File: src/rtl/sdtx_blkseq.sv
// sdtx_blkseq
// Block-read sequencer for the SD data transmit path. A start command
// latches an address, block count, block size and idle gap. For each block
// the sequencer idles for the gap, then fetches words one at a time from a
// word-addressed memory port. Each word is presented on a valid/ready stream,
// and o_last marks the final word of the block.
//
// Ports
//   i_clk, i_reset        clock, synchronous active-high reset
//   i_start               start command (accepted only when idle)
//   i_addr/i_nblocks/
//   i_lgblk/i_gap         command parameters, sampled with i_start
//   i_abort               stop request (optional feature, see below)
//   o_busy                command in progress
//   o_done, o_aborted     completion pulse / completion-by-abort pulse
//   o_blocks_sent         blocks fully accepted downstream
//   o_rd_req, o_rd_addr   one-cycle memory read request and its address
//   i_rd_ack, i_rd_data   memory read response
//   o_valid, i_ready,
//   o_data, o_last        transmit stream
//
// Optional feature: define SDTX_BLKSEQ_ABORT_EN to honour i_abort. An abort
// during the inter-block gap ends the command at once. An abort while a
// block is in flight lets that block finish first. Without the macro,
// i_abort is ignored and o_aborted stays 0.

module sdtx_blkseq #(
  parameter int unsigned AW    = 32,
  parameter int unsigned LGBLK = 9
) (
  input  logic          i_clk,
  input  logic          i_reset,
  input  logic          i_start,
  input  logic [AW-1:0] i_addr,
  input  logic [15:0]   i_nblocks,
  input  logic [3:0]    i_lgblk,
  input  logic [7:0]    i_gap,
  input  logic          i_abort,
  output logic          o_busy,
  output logic          o_done,
  output logic          o_aborted,
  output logic [15:0]   o_blocks_sent,
  output logic          o_rd_req,
  output logic [AW-1:0] o_rd_addr,
  input  logic          i_rd_ack,
  input  logic [31:0]   i_rd_data,
  output logic          o_valid,
  input  logic          i_ready,
  output logic [31:0]   o_data,
  output logic          o_last
);

  localparam int unsigned CW  = LGBLK - 1;  // word counter width
  localparam int unsigned NBW = 16;
  localparam int unsigned LGW = 4;
  localparam int unsigned GW  = 8;

  typedef enum logic [2:0] {
    S_IDLE,
    S_GAP,
    S_FETCH,
    S_WAIT,
    S_SEND,
    S_DONE
  } state_t;

  state_t          state;
  logic [NBW-1:0]  nblocks_q;
  logic [GW-1:0]   gap_q;
  logic [GW-1:0]   gap_cnt;
  logic [CW-1:0]   words_m1_q;
  logic [CW-1:0]   word_cnt;

  logic [LGW-1:0]  eff_lgblk_c;
  logic [CW-1:0]   words_m1_c;
  logic            last_block_c;
  logic            abort_c;       // abort request seen now or earlier
  logic            abort_seen_c;  // abort already latched

  // Clamp the requested block size to [4 bytes, 2^LGBLK bytes].
  always_comb begin
    eff_lgblk_c = i_lgblk;
    if (i_lgblk < LGW'(2)) begin
      eff_lgblk_c = LGW'(2);
    end else if (i_lgblk > LGW'(LGBLK)) begin
      eff_lgblk_c = LGW'(LGBLK);
    end
    words_m1_c = CW'((32'd1 << (eff_lgblk_c - LGW'(2))) - 32'd1);
  end

  assign last_block_c = ((o_blocks_sent + NBW'(1)) == nblocks_q);

`ifdef SDTX_BLKSEQ_ABORT_EN
  logic abort_q;

  // Abort latch. It is armed only while busy, and it is cleared on the way back to idle.
  always_ff @(posedge i_clk) begin
    if (i_reset) begin
      abort_q <= 1'b0;
    end else if (state == S_DONE) begin
      abort_q <= 1'b0;
    end else if (o_busy && i_abort) begin
      abort_q <= 1'b1;
    end
  end

  assign abort_c      = abort_q | (o_busy & i_abort);
  assign abort_seen_c = abort_q;
`else
  logic unused_abort;

  assign unused_abort = i_abort;
  assign abort_c      = 1'b0;
  assign abort_seen_c = 1'b0;
`endif

  // Sequencer: state and all registered outputs.
  always_ff @(posedge i_clk) begin
    if (i_reset) begin
      state         <= S_IDLE;
      o_busy        <= 1'b0;
      o_done        <= 1'b0;
      o_aborted     <= 1'b0;
      o_blocks_sent <= '0;
      o_rd_req      <= 1'b0;
      o_rd_addr     <= '0;
      o_valid       <= 1'b0;
      o_data        <= '0;
      o_last        <= 1'b0;
      nblocks_q     <= '0;
      gap_q         <= '0;
      gap_cnt       <= '0;
      words_m1_q    <= '0;
      word_cnt      <= '0;
    end else begin
      o_done    <= 1'b0;
      o_aborted <= 1'b0;
      o_rd_req  <= 1'b0;

      unique case (state)
        S_IDLE: begin
          if (i_start) begin
            o_busy        <= 1'b1;
            o_blocks_sent <= '0;
            o_rd_addr     <= i_addr;
            nblocks_q     <= i_nblocks;
            gap_q         <= i_gap;
            words_m1_q    <= words_m1_c;
            word_cnt      <= '0;
            if (i_nblocks == '0) begin
              state <= S_DONE;
            end else if (i_gap == '0) begin
              state    <= S_FETCH;
              o_rd_req <= 1'b1;
            end else begin
              state   <= S_GAP;
              gap_cnt <= i_gap - GW'(1);
            end
          end
        end

        // gap_cnt is loaded with gap-1 so the state lasts exactly gap cycles.
        S_GAP: begin
          if (abort_c) begin
            state <= S_DONE;
          end else if (gap_cnt == '0) begin
            state    <= S_FETCH;
            o_rd_req <= 1'b1;
          end else begin
            gap_cnt <= gap_cnt - GW'(1);
          end
        end

        // o_rd_req was raised on entry. The address moves on once it has been issued.
        S_FETCH: begin
          state     <= S_WAIT;
          o_rd_addr <= o_rd_addr + AW'(1);
        end

        S_WAIT: begin
          if (i_rd_ack) begin
            o_valid <= 1'b1;
            o_data  <= i_rd_data;
            o_last  <= (word_cnt == words_m1_q);
            state   <= S_SEND;
          end
        end

        S_SEND: begin
          if (i_ready) begin
            o_valid <= 1'b0;
            o_last  <= 1'b0;
            if (!o_last) begin
              word_cnt <= word_cnt + CW'(1);
              state    <= S_FETCH;
              o_rd_req <= 1'b1;
            end else begin
              word_cnt      <= '0;
              o_blocks_sent <= o_blocks_sent + NBW'(1);
              if (abort_c || last_block_c) begin
                state <= S_DONE;
              end else if (gap_q == '0) begin
                state    <= S_FETCH;
                o_rd_req <= 1'b1;
              end else begin
                state   <= S_GAP;
                gap_cnt <= gap_q - GW'(1);
              end
            end
          end
        end

        S_DONE: begin
          o_done    <= 1'b1;
          o_aborted <= abort_seen_c;
          o_busy    <= 1'b0;
          state     <= S_IDLE;
        end

        default: begin
          state <= S_IDLE;
        end
      endcase
    end
  end

endmodule

File: config.mk
export PLATFORM = sky130hd
export DESIGN_NAME = sdtx_blkseq
export DESIGN_NICKNAME = d
export VERILOG_FILES = /design/src/rtl/sdtx_blkseq.sv
export SDC_FILE = /design/constraint.sdc
export NUM_CORES = 1
export LEC_CHECK = 0
export BUFFER_PORTS_ARGS = -buffer_cell sky130_fd_sc_hd__buf_2
export CAP_MARGIN = 20
export CORE_ASPECT_RATIO = 0.7
export CORE_MARGIN = 3
export CORE_UTILIZATION = 40
export DETAILED_ROUTE_END_ITERATION = 10
export GPL_ROUTABILITY_DRIVEN = 0
export PLACE_DENSITY_LB_ADDON = 0.25
export SKIP_CTS_REPAIR_TIMING = 1
export SLEW_MARGIN = 0
export SYNTH_ARGS = -nofsm -noshare
export SYNTH_HDL_FRONTEND = slang
export SYNTH_SLANG_ARGS = --single-unit
File: constraint.sdc
create_clock -name i_clk -period 3.31 [get_ports i_clk]
set_input_delay 0 -clock i_clk [delete_from_list [all_inputs] [get_ports i_clk]]
set_output_delay 0 -clock i_clk [all_outputs]
set_load 0.005 [all_outputs]
Yosys cells after proc, flatten, opt, wreduce, memory -nomap -nowiden

Cells that the tools add are included.

Multiplexer cells: 48
Div/mod/pow operators: 0
$add $sub $neg: 8
Reductions and logical operators: 19
Shift operators: 1
Eq/ne operators: 17
Bitwise gates (word level): 0
Multiply operators: 0
Magnitude comparators: 2

Operators by type and width:

| cell                                                                | number |
|---|---|
| 8-bit 2-to-1 mux                                                    | 11 |
| 32-bit case mux with 2 select lines                                 | 1 |
| 16-bit 2-to-1 mux                                                   | 3 |
| 32-bit by 1-bit adder with 32-bit output (second input constant)    | 1 |
| 32-bit 2-to-1 mux                                                   | 1 |
| 16-bit case mux with 2 select lines                                 | 1 |
| 8-bit by 1-bit subtractor with 8-bit output (second input constant) | 4 |
| 8-bit logical NOT                                                   | 3 |
| 8-bit case mux with 3 select lines                                  | 1 |
| 3-bit 2-to-1 mux                                                    | 7 |
| 2-bit inequality test (second input constant)                       | 10 |
| 16-bit by 1-bit adder with 16-bit output (second input constant)    | 1 |
| 16-bit == test                                                      | 1 |
| 16-bit logical NOT                                                  | 1 |
| 8-bit case mux with 2 select lines                                  | 1 |
| 3-bit case mux with 5 select lines                                  | 1 |
| 1-bit 2-to-1 mux                                                    | 13 |
| 9-bit AND reduction                                                 | 1 |
| 8-bit by 1-bit adder with 8-bit output (second input constant)      | 1 |
| 8-bit == test                                                       | 1 |
| 4-bit 2-to-1 mux                                                    | 2 |
| 2-bit AND reduction                                                 | 4 |
| 4-bit AND reduction                                                 | 2 |
| 2-bit nonzero test                                                  | 4 |
| 13 further kinds                                                    | 19 |

Register bits after elaboration: 136
Memories kept: 0
Bits in read-only memories: 0
Latch bits: 0
Memory bits (writable): 0

Depth between registers and ports, before layout

Gate-level depths: netlist of the first run.

Depth after elaboration: 6
Gate-level depth with buffers: 10

Worst setup path before layout of the first run

Ideal clock, no wire load.

Path type: reg2reg
Start: register o_blocks_sent[0]
End: register gap_cnt[0]
Path buffers: 1
Data required time: 3.218 ns
Clock period less this slack: 2.489 ns
Slack: 0.821 ns
Library setup time: 0.092 ns
Data arrival time: 2.397 ns
Stages on the path, launching flop included: 10
Path through: dfxtp_1 > ha_1 > nand3_2 > or4_1 > xnor2_1 > nor3_2 > nand4_1 > and3_1 > buf_6 > o32ai_1

Cells in the longest elaborated chain, start to end: 4

RTL lines:

| item                                     | RTL line | source |
|---|---|---|
| start: declaration                       | 42       | `output logic [15:0] o_blocks_sent,` |
| start signal: assignment                 | 199      | `o_blocks_sent <= o_blocks_sent + NBW'(1);` |
| 16-bit by 1-bit adder with 16-bit output | 91       | `assign last_block_c = ((o_blocks_sent + NBW'(1)) == nblocks_q);` |
| 16-bit == test                           | 91       |  |
| 2-bit inequality test (no source line)   | --       |  |
| 9-bit AND reduction (no source line)     | --       |  |
| end signal: assignment                   | 157      | `gap_cnt <= i_gap - GW'(1);` |
| end signal: assignment                   | 170      | `gap_cnt <= gap_cnt - GW'(1);` |
| end signal: assignment                   | 207      | `gap_cnt <= gap_q - GW'(1);` |
| end: declaration                         | 70       | `logic [GW-1:0] gap_cnt;` |

Every way passes these cells.
A chain may end at the register's enable or synchronous reset.

Final worst setup path of the first run

Start: register o_blocks_sent[0]
End: register gap_cnt[3]

The elaborated chain is that of the path after synthesis.

==> results of run 1 <==
-- through the flow --
step           hold WS, ns  setup WS, ns  util (%)
2_1_floorplan        0.136         0.821         -
3_3_place_gp         0.238         0.658      47.5
3_5_place_dp         0.247         0.571      47.5
4_1_cts             -0.210         0.570      50.7
5_1_grt             0.0247         0.314      55.9
6_report           -0.0202         0.508      55.9
-- placed cells by master (no fill, tap or decap), types with 6 or more instances in the layout --
master and n:
nor4_1 15, a21o_1 6, a31oi_1 9, nor2b_1 6
xnor2_1 17, buf_2 180, buf_4 18, o22ai_1 9
mux2i_1 6, a21oi_1 116, xor2_1 23, a211oi_1 9
o221a_2 13, a311oi_1 8, nand2b_1 7, dlygate4sd3_1 91
nand3_1 33, nand2_1 175, nand4_1 15, nor2_1 81
nor3_1 23, inv_1 22, inv_6 6, o32ai_1 8
or4_1 6, o21ai_0 43, clkbuf_16 17, dfxtp_1 136
a22oi_1 7
-- state kept, by name (all words and copies together), names as in the netlist --
register / flops
gap_cnt: 8
gap_q: 8
nblocks_q: 16
o_blocks_sent: 16
o_busy: 1
o_data: 32
o_done: 1
o_last: 1
o_rd_addr: 32
o_rd_req: 1
o_valid: 1
state: 3
word_cnt: 8
words_m1_q: 8
-- synthesized netlist by cell type, types with 4 or more instances --
| cell | n | area [sq um] |
|---|---|---|
| nand2_1 | 175 | 657 |
| dfxtp_1 | 136 | 2720 |
| a21oi_1 | 116 | 581 |
| nor2_1 | 81 | 304 |
| clkbuf_1 | 45 | 169 |
| o21ai_0 | 44 | 220 |
| nand3_1 | 33 | 165 |
| nor3_1 | 24 | 120 |
| xor2_1 | 23 | 201 |
| inv_1 | 22 | 82.6 |
| xnor2_1 | 17 | 149 |
| nand4_1 | 15 | 93.8 |
| nor4_1 | 15 | 93.8 |
| o221a_2 | 13 | 146 |
| a211oi_1 | 9 | 67.6 |
| a31oi_1 | 9 | 56.3 |
| o22ai_1 | 9 | 56.3 |
| a311oi_1 | 8 | 70.1 |
| o32ai_1 | 8 | 70.1 |
| a22oi_1 | 7 | 52.6 |
| nand2b_1 | 7 | 43.8 |
| a21o_1 | 6 | 45.0 |
| buf_4 | 6 | 45.0 |
| mux2i_1 | 6 | 60.1 |
| nor2b_1 | 6 | 37.5 |
| or4_1 | 6 | 45.0 |
| and3_1 | 5 | 31.3 |
| buf_6 | 5 | 56.3 |
| ha_1 | 5 | 62.6 |
| or3_1 | 5 | 31.3 |
| a221oi_1 | 4 | 35.0 |
| and2_1 | 4 | 25.0 |
| buf_2 | 4 | 20.0 |
| o221ai_1 | 4 | 35.0 |
-- worst max-delay path: cells and delay by family, from the launching register on --
kind | cells | cell delay (ns)
AOI/OAI and AO/OA | 1 | 0.28
xor gates and xnor gates | 1 | 0.17
adders and majority gates | 1 | 0.33
DFF | 1 | 0.49
and+or+nand+nor | 5 | 1.44
-- metal layers --
metal	global-route usage [%]	vias up	share of wire, %	wire length [microns]
met1	31.7	3595	48	11200
li1	-	3899	-	-
met2	30.9	253	44	10200
met4	4.39	0	1.3	310
met3	5.41	24	6.2	1430
met5	0	-	0	0
-- area by class of cell --
class | count | share of cell area [%]
Clock buffer | 17 | 4.36
Clock inverter | 15 | 1.37
Inverter | 24 | 0.922
Multi-Input combinational cell | 722 | 42.6
Sequential cell | 136 | 27.9
Tap cell | 231 | 2.96
Timing Repair Buffer | 289 | 19.9
-- kinds of logic (layout without fill, tap and decap cells) --
| group | after synthesis | after routing | share of synthesized area, % |
|---|---|---|---|
| AOI/OAI and AO/OA | 261 | 261 | 22.5 |
| xor gates and xnor gates | 40 | 40 | 4.82 |
| adders and majority gates | 5 | 5 | 0.860 |
| buffers and inverters | 87 | 345 | 5.52 |
| DFF | 136 | 136 | 37.4 |
| muxes | 6 | 6 | 0.825 |
| other | 1 | 1 | 0.0515 |
| and+or+nand+nor | 409 | 409 | 28.0 |
-- power by group --
group	leakage (nW)	internal [mW]	switching, mW
combinational	2.63	0.730	1.09
clock	0.264	0.989	0.828
sequential	1.11	1.86	0.256
total	4.00	3.58	2.17
-- worst paths after layout --
kind / endpoint / depth (start not counted) / start
worst max-delay path: gap_cnt[3] / 8 / o_blocks_sent[0]
worst min-delay path: words_m1_q[0] / 3 / i_lgblk[1]
worst max register to register: gap_cnt[3] / 8 / o_blocks_sent[0]
worst min register to register: o_data[25] / 2 / o_data[25]
==> metrics.yaml, run 1 <==
floorplan:
  start_util_pct: 41.7
  die_h_microns: 119
  core_sq_um: 17500
  die_width_microns: 167
  io-pin-count: 184
  row_count: 40
  dieArea_sq_um: 19900
sta:
  setup_tns_ns: 0
  fmax_ghz: 0.357
  fin_crit_ns: 2.80
  hold_ws_ns: -0.0202
  drv_slew: 0
  fin_skew_ns: 0.0102
  fin_crit_sh_pct: 84.7
  relSlewSlack_pct: 35.3
  tightestPinTransition_ns: 0.970
  finalSetupViolations: 0
  final_hold_viol_count: 1
  rsz0062_at_grt: "no"
logic_synthesis:
  synth_cell_types: 71
  synthFlopType: "dfxtp_1"
  yosysWarningCount: 0
  synth_area_sq_um: 7280
  syn_inst: 945
  synth.avg_cell_area_sq_um: 7.70
  ys_seq_elements: 136
  syn-num-nets: 1048
  synth_edf_count: 0
  yosysSeqAreaShare_pct: 37.4
  async_flop_share_pct: 0
pwr:
  powerDensity_nw_per_um2: 589
  p_leak_nw: 4.00
  peakVddDrop_mv: 0.337
  power_mw: 5.76
place:
  numPlacedInstances: 1311
  dpl_cell_area_sq_um: 8300
  numPortBuffers: 181
  dpl.hpwl_mm: 15.0
critical_path:
  ff2ff_setup_slack_ns: 0.51
  worstSetupPathType: "flop to flop"
  cp_cell_sequence: "ha_1, nand3_2, or4_1, xnor2_1, nor3_2, nand4_1, and3_1, o32ai_1"
  cp.required_ns: 3.63
  cpMaxStageDelayCell: "or4_1"
  critPathMaxStageDelay_ns: 0.56
  crit_arrival_ns: 3.13
  start_kind: "flop"
  cp-end-kind: "flop"
  path_max_fanout: 8
flow_run:
  maxCapViolCount: 0
drt:
  routed_via_density: 5.42
  vias: 7771
  wl_per_cell_microns: 16.1
  routed_wl_mm: 23.1
  drt-initial-drc-count: 577
  firstDrtPassIters: 5
  drtAntennaViolNets: 0
  drc_errors: 0
final_layout:
  multi_input_area_sq_um: 4160
  finalNetCount: 1293
  fillers: 1646
  syn2layout_area_growth_pct: 34.2
  layout-drive-gt1-share_pct: 22.1
  stdcell_count: 1434
  register_area_sq_um: 2720
  diodes: 0
  final_area_sq_um: 9770
worst_hold_path:
  hold_class: "primary input to flop"
global_route:
  grt_usage_pct: 21.3
  overflow: 0
  grt_pass1_wl_mm: 35.2
  grt_max_degree: 88
  antenna_found_initial: 0
  grt_pass1_vias: 6786
cts:
  cts_inserted_buffers: 17
  clk_latency_ns: 0.42
  cts_root_buf: "clkbuf_16"
  clk_pin_slew_ns: 0.07
  cts.sinks: 136
  clockBufferDepth: 2
  h-tree-depth: 4
  cts_tree: "yes"
status:
  status: "finished with violations"
  violations: "hold timing"
Note: power is estimated with default switching activity, not from simulation.
==> run 2: changes to the inputs <==
==> constraint.sdc (replaced) <==
create_clock -name i_clk -period 2.7 [get_ports i_clk]
set_input_delay 0 -clock i_clk [delete_from_list [all_inputs] [get_ports i_clk]]
set_output_delay 0 -clock i_clk [all_outputs]
set_load 0.005 [all_outputs]
==> metrics.yaml, run 2 (same netlist as run 1, synthesis figures left out) <==
flow_run:
  maxCapViolCount: 0  # unchanged
pwr:
  combPwrFrac_pct: 31.6  # about the same
  sw_frac_of_total_pct: 37.2  # was 37.8%
  p_leak_nw: 4.08  # was 4.00 nW
  clockPowerShare_pct: 32.8  # was 31.6%
  peakVddDrop_mv: 0.390  # was 0.337 mV
  p_seq_share_pct: 35.6  # was 36.8%
  powerDensity_nw_per_um2: 730  # was 589 nW/um^2
  power_mw: 7.22  # was 5.76 mW
  p_int_mw: 4.53  # was 3.58 mW
  switchingPower_mw: 2.69  # was 2.18 mW
critical_path:
  cpMaxStageDelayCell: "or4_1"  # unchanged
  cp-end-kind: "flop"  # unchanged
  worstSetupPathType: "flop to flop"  # unchanged
  ff2ff_setup_slack_ns: 0.23  # was 0.51 ns
  critPathMaxStageDelay_ns: 0.56  # about the same
  worstReg2RegEnd: "gap_cnt[3]"  # unchanged
  r2r-start: "o_blocks_sent[0]"  # unchanged
  rr_worst_depth: 8  # unchanged
  crit_arrival_ns: 2.81  # was 3.13 ns
  cp.required_ns: 3.03  # was 3.63 ns
  path_max_fanout: 8  # unchanged
  critPathLaunch: "o_blocks_sent[0]"  # unchanged
  start_kind: "flop"  # unchanged
  worstSetupEndpoint: "gap_cnt[3]"  # unchanged
  cp_cell_sequence: "ha_1, nand3_2, or4_1, xnor2_1, nor3_2, nand4_1, and3_2, o32ai_1"  # was ha_1, nand3_2, or4_1, xnor2_1, nor3_2, nand4_1, and3_1, o32ai_1
floorplan:
  io-pin-count: 184  # unchanged
  core_sq_um: 17500  # unchanged
  start_util_pct: 41.7  # unchanged
  die_width_microns: 167  # unchanged
  die_h_microns: 119  # unchanged
  dieArea_sq_um: 19900  # unchanged
  row_count: 40  # unchanged
final_layout:
  layout-drive-gt1-share_pct: 23.1  # was 22.1%
  finalNetCount: 1303  # was 1293
  syn2layout_area_growth_pct: 36.0  # was 34.2%
  mostFrequentLayoutCells: "180 x buf_2, 175 x nand2_1, 136 x dfxtp_1, 116 x a21oi_1, 89 x dlygate4sd3_1"  # was 180 x buf_2, 175 x nand2_1, 136 x dfxtp_1, 116 x a21oi_1, 91 x dlygate4sd3_1
  register_area_sq_um: 2720  # unchanged
  reg_top3: "o_data: 32 flops, o_rd_addr: 32 flops"  # unchanged
  fillers: 1632  # was 1646
  layout_commonest_cell: "buf_2"  # unchanged
  diodes: 0  # unchanged
  multi_input_area_sq_um: 4160  # about the same
worst_hold_path:
  hold_class: "primary input to flop"  # unchanged
place:
  dpl.hpwl_mm: 15.6  # was 15.0 mm
  place_ws_ns: 0.204  # was 0.571 ns
  numPortBuffers: 181  # unchanged
sta:
  hold_ws_ns: -0.0625  # was -0.0202 ns
  setup_slack_ns: 0.229  # was 0.508 ns
  relSlewSlack_pct: 50.8  # was 35.3%
  fin_skew_ns: 0.0122  # was 0.0102 ns
  final_hold_viol_count: 2  # was 1
  tightestPinTransition_ns: 0.735  # was 0.970 ns
  fin_crit_sh_pct: 91.5  # was 84.7%
  drv_slew: 0  # unchanged
  fin_crit_ns: 2.47  # was 2.80 ns
  finalSetupViolations: 0  # unchanged
  fmax_ghz: 0.405  # was 0.357 GHz
cts:
  clk_pin_slew_ns: 0.07  # about the same
  h-tree-depth: 4  # unchanged
  cts_inserted_buffers: 17  # unchanged
  cts_root_buf: "clkbuf_16"  # unchanged
  cts.sinks: 136  # unchanged
  clk_latency_ns: 0.43  # was 0.42 ns
  clockBufferDepth: 2  # unchanged
  cts_tree: "yes"  # unchanged
drt:
  routed_via_density: 5.48  # was 5.42
  drt-initial-drc-count: 673  # was 577
  wl_per_cell_microns: 16.0  # was 16.1 microns
  drtAntennaViolNets: 0  # unchanged
  vias: 7918  # was 7771
  drc_errors: 0  # unchanged
  routed_wl_mm: 23.1  # about the same
  firstDrtPassIters: 8  # was 5
global_route:
  grt_pass1_vias: 6714  # was 6786
  grt_usage_pct: 21.5  # was 21.3%
  grt_pass1_wl_mm: 35.3  # was 35.2 mm
  antenna_found_initial: 0  # unchanged
  grt_max_degree: 59  # was 88
  overflow: 0  # unchanged
status:
  status: "finished with violations"  # unchanged
  violations: "hold timing"  # unchanged
[run 2: cell types whose count changed in the layout (fill, tap and decap cells not counted), moves of 2 or more]
cell,change
clkinvlp_4,-2
dlygate4sd3_1,-2
buf_4,+11
inv_8,+2
inv_6,-2
clkinv_8,+2
[run 2: worst min-delay path by stage]
| stage | depth (start not counted) | slack (ns) | to | start |
|---|---|---|---|---|
| floorplan | 2 | 0.14 | nblocks_q[0] | i_nblocks[0] |
| global placement | 3 | 0.24 | o_rd_addr[21] | i_addr[21] |
| detailed placement | 3 | 0.25 | o_data[0] | i_rd_data[0] |
| CTS | 3 | -0.21 | o_data[11] | i_rd_data[11] |
| global route | 4 | 0.01 | state[2] | i_start |
| finish | 3 | -0.06 | words_m1_q[0] | i_lgblk[0] |
[run 2: layout make-up]
cell class,instances,area share (%)
multi-input combinational,722,42.1
sequential,136,27.5
timing repair buffer,299,20.5
clock buffer,17,4.30
tap,231,2.92
clock inverter,15,1.80
inverter,24,0.910
[run 2: power by group through the flow]
stage	registers [mW]	logic [mW]	clock network (mW)
global placement	2.60	2.12	0
CTS	2.57	2.16	2.42
detailed placement	2.61	2.15	0
global route	2.62	2.55	2.50
floorplan	2.54	1.52	0
finish	2.57	2.28	2.37
[run 2: per-stage QoR]
| step | cells | TNS, ns | util (%) | area [sq um] |
|---|---|---|---|---|
| 5_1_grt | 1444 | -0.00622 | 56.7 | 9900 |
| 2_1_floorplan | 945 | 0 | - | 7280 |
| 3_5_place_dp | 1323 | 0 | 48.1 | 8400 |
| 3_3_place_gp | 1323 | 0 | 48.1 | 8400 |
| 4_1_cts | 1355 | 0 | 51.5 | 9000 |
| 6_report | 1444 | 0 | 56.7 | 9900 |
[run 2: worst max-delay path, delay by kind of cell, from the launching register on]
family                     cells  cell delay [ns]
and+or+nand+nor                5             1.40
DFF                            1             0.33
adders and majority gates      1             0.27
AOI/OAI and AO/OA              1             0.22
xor gates and xnor gates       1             0.17
[run 2: per-layer routing]
layer | vias to the layer above | global-route usage (%) | part of all wire, %
li1 | 3929 | - | -
met1 | 3687 | 32.1 | 47
met2 | 277 | 30.7 | 45
met3 | 25 | 5.37 | 6.6
met4 | 0 | 6.03 | 1.5
met5 | - | 0 | 0
